<file path="src/rtl/processor_pkg.sv">
// Shared processor constants for the OUT path (word width, OUT FIFO sizing).
package processor_pkg;

   localparam int unsigned WORD_W         = 16;
   localparam int unsigned OUT_FIFO_DEPTH = 8;
   localparam int unsigned OUT_SLACK      = 3;

   // Occupancy at which issue of further OUT instructions must be frozen.
   function automatic int unsigned stall_threshold(input int unsigned depth,
                                                   input int unsigned slack);
      return depth - slack;
   endfunction

endpackage

</file>
<file path="src/rtl/out_port_fifo.sv">
// Circular FIFO for the OUT port: pointers, storage, occupancy count, full/empty.
// Callers must only assert push_i when a slot is free (or a pop happens the same cycle).
module out_port_fifo #(
   parameter int unsigned DW    = 16,
   parameter int unsigned DEPTH = 8
) (
   input  logic                     clk,
   input  logic                     reset,
   input  logic                     push_i,
   input  logic                     pop_i,
   input  logic [DW-1:0]            wdata_i,
   output logic [DW-1:0]            rdata_o,
   output logic [$clog2(DEPTH):0]   count_o,
   output logic                     full_o,
   output logic                     empty_o
);

   localparam int unsigned AW = $clog2(DEPTH);
   localparam int unsigned CW = AW + 1;
   localparam logic [CW-1:0] FULL_CNT = CW'(DEPTH);

   logic [DW-1:0] mem_q [DEPTH];
   logic [AW-1:0] wr_ptr_q, wr_ptr_d;
   logic [AW-1:0] rd_ptr_q, rd_ptr_d;
   logic [CW-1:0] count_q, count_d;

   always_comb begin
      wr_ptr_d = wr_ptr_q;
      rd_ptr_d = rd_ptr_q;
      count_d  = count_q;
      if (push_i) wr_ptr_d = wr_ptr_q + 1'b1;
      if (pop_i)  rd_ptr_d = rd_ptr_q + 1'b1;
      if (push_i && !pop_i)
         count_d = count_q + 1'b1;
      else if (pop_i && !push_i)
         count_d = count_q - 1'b1;
   end

   always_ff @(posedge clk) begin
      if (!reset) begin
         wr_ptr_q <= '0;
         rd_ptr_q <= '0;
         count_q  <= '0;
      end else begin
         wr_ptr_q <= wr_ptr_d;
         rd_ptr_q <= rd_ptr_d;
         count_q  <= count_d;
      end
   end

   // Storage is not reset; the pointers alone define which entries are live.
   always_ff @(posedge clk) begin
      if (reset && push_i) mem_q[wr_ptr_q] <= wdata_i;
   end

   assign rdata_o = mem_q[rd_ptr_q];
   assign count_o = count_q;
   assign full_o  = (count_q == FULL_CNT);
   assign empty_o = (count_q == '0);

endmodule

</file>
<file path="src/rtl/out_port_unit.sv">
// OUT port unit: buffers committed OUT words for a valid/ready device, raises an
// early stall to the HDU, flags dropped words, and keeps the legacy last_out value.
// Optional OUT_PORT_PARITY_EN adds port_parity (even parity stored per entry).
module out_port_unit
#(
   parameter int unsigned WORD_W = processor_pkg::WORD_W,
   parameter int unsigned DEPTH  = processor_pkg::OUT_FIFO_DEPTH,
   parameter int unsigned SLACK  = processor_pkg::OUT_SLACK
) (
   input  logic                     clk,
   input  logic                     reset,
   input  logic                     wb_out_en,
   input  logic [WORD_W-1:0]        wb_out_data,
   output logic                     port_valid,
   output logic [WORD_W-1:0]        port_data,
   input  logic                     port_ready,
   output logic [WORD_W-1:0]        last_out,
   output logic                     stall_req,
`ifdef OUT_PORT_PARITY_EN
   output logic                     port_parity,
`endif
   output logic                     overflow,
   output logic [$clog2(DEPTH):0]   count
);

   import processor_pkg::*;

   localparam int unsigned CW = $clog2(DEPTH) + 1;
   localparam logic [CW-1:0] STALL_AT = CW'(stall_threshold(DEPTH, SLACK));
`ifdef OUT_PORT_PARITY_EN
   localparam int unsigned FW = WORD_W + 1;
`else
   localparam int unsigned FW = WORD_W;
`endif

   logic [FW-1:0]     fifo_wdata;
   logic [FW-1:0]     fifo_rdata;
   logic [CW-1:0]     fifo_count;
   logic              fifo_full;
   logic              fifo_empty;
   logic              pop;
   logic              push_ok;
   logic              drop;
   logic [WORD_W-1:0] last_out_q, last_out_d;
   logic              overflow_q, overflow_d;

   // A pop frees the head slot on the same edge, so a full FIFO still accepts a push then.
   assign pop     = !fifo_empty && port_ready;
   assign push_ok = wb_out_en && (!fifo_full || pop);
   assign drop    = wb_out_en && fifo_full && !pop;

`ifdef OUT_PORT_PARITY_EN
   assign fifo_wdata  = {^wb_out_data, wb_out_data};
   assign port_parity = fifo_empty ? 1'b0 : fifo_rdata[WORD_W];
`else
   assign fifo_wdata  = wb_out_data;
`endif

   out_port_fifo #(
      .DW    (FW),
      .DEPTH (DEPTH)
   ) u_fifo (
      .clk     (clk),
      .reset   (reset),
      .push_i  (push_ok),
      .pop_i   (pop),
      .wdata_i (fifo_wdata),
      .rdata_o (fifo_rdata),
      .count_o (fifo_count),
      .full_o  (fifo_full),
      .empty_o (fifo_empty)
   );

   always_comb begin
      last_out_d = last_out_q;
      overflow_d = overflow_q;
      if (push_ok) last_out_d = wb_out_data;
      if (drop)    overflow_d = 1'b1;
   end

   always_ff @(posedge clk) begin
      if (!reset) begin
         last_out_q <= '0;
         overflow_q <= 1'b0;
      end else begin
         last_out_q <= last_out_d;
         overflow_q <= overflow_d;
      end
   end

   assign port_valid = !fifo_empty;
   assign port_data  = fifo_rdata[WORD_W-1:0];
   assign count      = fifo_count;
   assign stall_req  = (fifo_count >= STALL_AT);
   assign last_out   = last_out_q;
   assign overflow   = overflow_q;

endmodule

</file>
<file path="config.mk">
export PLATFORM = sky130hd
export DESIGN_NAME = out_port_unit
export DESIGN_NICKNAME = d
export VERILOG_FILES = /design/src/rtl/processor_pkg.sv /design/src/rtl/out_port_fifo.sv /design/src/rtl/out_port_unit.sv
export SDC_FILE = /design/constraint.sdc
export NUM_CORES = 1
export LEC_CHECK = 0
export ABC_AREA = 0
export ABC_CLOCK_PERIOD_IN_PS = 3600
export BUFFER_PORTS_ARGS = -buffer_cell sky130_fd_sc_hd__buf_2
export CORE_MARGIN = 2
export CORE_UTILIZATION = 40
export DETAILED_ROUTE_END_ITERATION = 6
export SYNTH_ARGS = -nofsm -noshare
export SYNTH_HDL_FRONTEND = slang
export SYNTH_SLANG_ARGS = --single-unit
export TNS_END_PERCENT = 50
</file>
<file path="constraint.sdc">
create_clock -name clk -period 3.6 [get_ports clk]
set_input_delay 0.36 -clock clk [delete_from_list [all_inputs] [get_ports clk]]
set_output_delay 0.36 -clock clk [all_outputs]
set_load 0.02 [all_outputs]
</file>
==> impl_metrics.yaml <==
finish:
  design_area_sq_um: 7411
  syn_to_final_growth_pct: 19.56
  num_antenna_cells: 0
  nets: 434
  fill_cells: 1265
  drive_gt1_frac: 0.3492
synthesis:
  yosysSeqAreaShare: 0.7170
  avgSynthCellArea_sq_um: 18.50
  syn_nets: 361
  synth_area_leader_cell: "edfxtp_1"
  synth_area_leaders: "edfxtp_1 (62%), dfxtp_1 (9.7%), mux4_2 (6.5%)"
  synth_cells: 335
  syn-cell-area_sq_um: 6198
  synth_common_cells: "edfxtp_1 (128), nand2_1 (42), dfxtp_1 (30), mux4_2 (18), mux2_2 (16)"
  synth_seq_cells: 158
  async_flop_share: 0
  yosys_warnings: 0
  synth_ff_type: "edfxtp_1"
  synth_cell_type_count: 35
  synth_top_area_share: 0.6201
  yosys.cell_count.top_type: "edfxtp_1"
  synth_edf_count: 128
routing:
  num_vias: 3172
  drt-pass1-iter-count: 4
  routed_wl_mm: 11.88
  vias_per_cell: 5.209
  drc_errors: 0
  ant_nets: 0
  detail_route.wl_per_cell_um: 19.50
  drt_iter0_drc: 248
placement:
  place.gp.congestion: 0.7367
  placed_cell_area_sq_um: 6756
  place.port_buffers: 58
  dpl.hpwl_mm: 6.864
global_routing:
  grt_pass1_wl_mm: 18.33
  antenna_found_initial: 0
  grt_max_degree: 33
  grt_pass1_vias: 3360
  grt_usage: 0.1550
  gr-total-overflow: 0
timing:
  tightestPinTransition_ns: 1.004
  rsz0062_at_grt: "no"
  tns_ns: 0
  fmax_mhz: 408.5
  finClkSkew_ns: 0.008660
  period_minus_slack_ns: 2.448
  hold_viol: 0
  setup_viol: 0
  post-route-period-util: 0.6800
  relSlewSlack: 0.3296
  slew_violations: 0
worst_setup_path:
  end_kind: "flip-flop"
  crit_chain: "or4_4, nand2_2, ha_1, inv_1, ha_1, a21oi_1, a211oi_1, a31oi_1, mux2i_1"
  arrival_ns: 2.80
  critical_path.top_delay_family: "simple AND/OR/NAND/NOR gates"
  r2r-start: "u_fifo.count_o[0]"
  slowest_delay_ns: 0.58
  crit_start: "u_fifo.count_o[0]"
  critPathMostFrequentCell: "ha_1"
  reg2reg_slack_ns: 1.15
  cpMaxStageDelayCell: "or4_4"
  r2r_end: "u_fifo.count_o[3]"
  cp-start-kind: "flip-flop"
  worst-r2r-cell-count: 9
  crit_type: "flip-flop to flip-flop"
  crit_buf_inv: 1
  cp.required_ns: 3.95
  critPathMaxFanout: 7
run_status:
  status: "complete, no violations"
job:
  cap_violations: 0
clock_network:
  cts_tree: "yes"
  clkTransAtPathRegs_ns: 0.06
  root_buffer: "clkbuf_16"
  post_cts_buffers: 0
  hold_buffers: 0
  clkLatencyLatePin_ns: 0.42
  ctsLongestPathBuffers: 2
  htreeDepth: 4
  cts_buffers: 17
  ctsResizeCount: 0
  clock-sinks: 158
floorplan:
  chipWidth_um: 128.5
  die_y_um: 128.5
  dieArea_sq_um: 16510
  core_area_sq_um: 15150
  start_util: 0.4093
  ioPinCount: 59
  rows: 45
hold_path:
  whs_path_depth: 1
  hold_path.class: "input port to flip-flop"
  min_from: "wb_out_data[11]"
  hold_path_end: "u_fifo.mem_q[4][11]"
pwr:
  ir_worst_vdd_mv: 0.3673
  power_density_nw_per_um2: 706.4
  leakage_nw: 2.591
  power_mw: 5.235
==> cells in the final DEF (no fill, tap or decap), drive strengths merged <==
master    synthesis  final
ha                5      5
a211oi            1      1
mux2             16     16
edfxtp          128    128
or4               1      1
clkinv            0      1
and2              6      6
a31oi             1      1
dfxtp            30     30
o21a              1      1
nor3              5      5
xnor2             5      5
a21oi             1      1
clkbuf            5     22
clkinvlp          0      1
o21ai             3      3
a21boi           18     18
nor2              2      2
nand3             4      4
or3               1      1
nor2b             1      1
nand2b            2      2
buf              12     71
mux4             32     32
fa                1      1
nand2            44     44
inv               4      6
bufinv            0      6
mux2i             3      3
nor4              3      3
==> stage by stage <==
step | util | setup slack [ns] | hold WS (ns) | std cells
2_1_floorplan | - | 0.5751 | 0.4589 | 335
3_3_place_gp | 0.4461 | 1.261 | 0.4374 | 577
3_5_place_dp | 0.4461 | 1.181 | 0.4438 | 577
4_1_cts | 0.4893 | 1.090 | 0.2075 | 609
5_1_grt | 0.4893 | 0.9494 | 0.2272 | 609
6_report | 0.4893 | 1.152 | 0.2250 | 609
==> cell type report <==
| cell class | count | area (sq um) | share of cell area |
|---|---|---|---|
| clock buffer | 22 | 444.2 | 0.05994 |
| clock inverter | 10 | 210.2 | 0.02836 |
| inverter | 4 | 15.01 | 0.002026 |
| multi-input combinational | 156 | 1660 | 0.2240 |
| sequential | 158 | 4446 | 0.5999 |
| tap | 188 | 235.2 | 0.03174 |
| timing repair buffer | 71 | 400.4 | 0.05403 |
==> registers in the layout, indices dropped and copies added, names as in the netlist, named ones only <==
register / count
overflow: 1
last_out: 16
u_fifo.rd_ptr_q: 3
u_fifo.mem_q: 128
u_fifo.count_o: 4
u_fifo.wr_ptr_q: 3
==> kinds of logic (layout without fill, tap and decap cells) <==
kind of cell               count (synthesis)  count (layout)  share of synthesized area
DFF                                      158             158                     0.7170
and+or+nand+nor                           69              69                    0.05168
muxes                                     51              51                     0.1587
AOI/OAI and AO/OA                         25              25                    0.03089
buffers and inverters                     21             107                    0.02140
adders and majority gates                  6               6                    0.01332
xor gates and xnor gates                   5               5                   0.007065
==> power breakdown <==
part / leakage [nW] / switching (mW) / internal [mW] / total (mW)
Clock: 0.313 / 0.677 / 1.30 / 1.98
Sequential: 1.40 / 0.0658 / 2.06 / 2.13
Combinational: 0.875 / 0.588 / 0.536 / 1.12
Total: 2.59 / 1.33 / 3.90 / 5.24
==> metal layers <==
| metal | global-route usage | part of all wire |
|---|---|---|
| met4 | 0.04913 | 0.011 |
| met2 | 0.2525 | 0.49 |
| met1 | 0.2013 | 0.43 |
| met5 | 0 | 0 |
| met3 | 0.04657 | 0.066 |
==> how the worst max path moves through the flow <==
stage	to	slack [ns]	cells past startpoint
2_1_floorplan	u_fifo.mem_q[0][0]	0.58	4
3_3_place_gp	u_fifo.count_o[3]	1.26	9
3_5_place_dp	u_fifo.count_o[3]	1.18	9
4_1_cts	port_data[1]	1.09	4
5_1_grt	u_fifo.count_o[3]	0.95	9
6_report	u_fifo.count_o[3]	1.15	9
(Power assumes the default switching activity.)
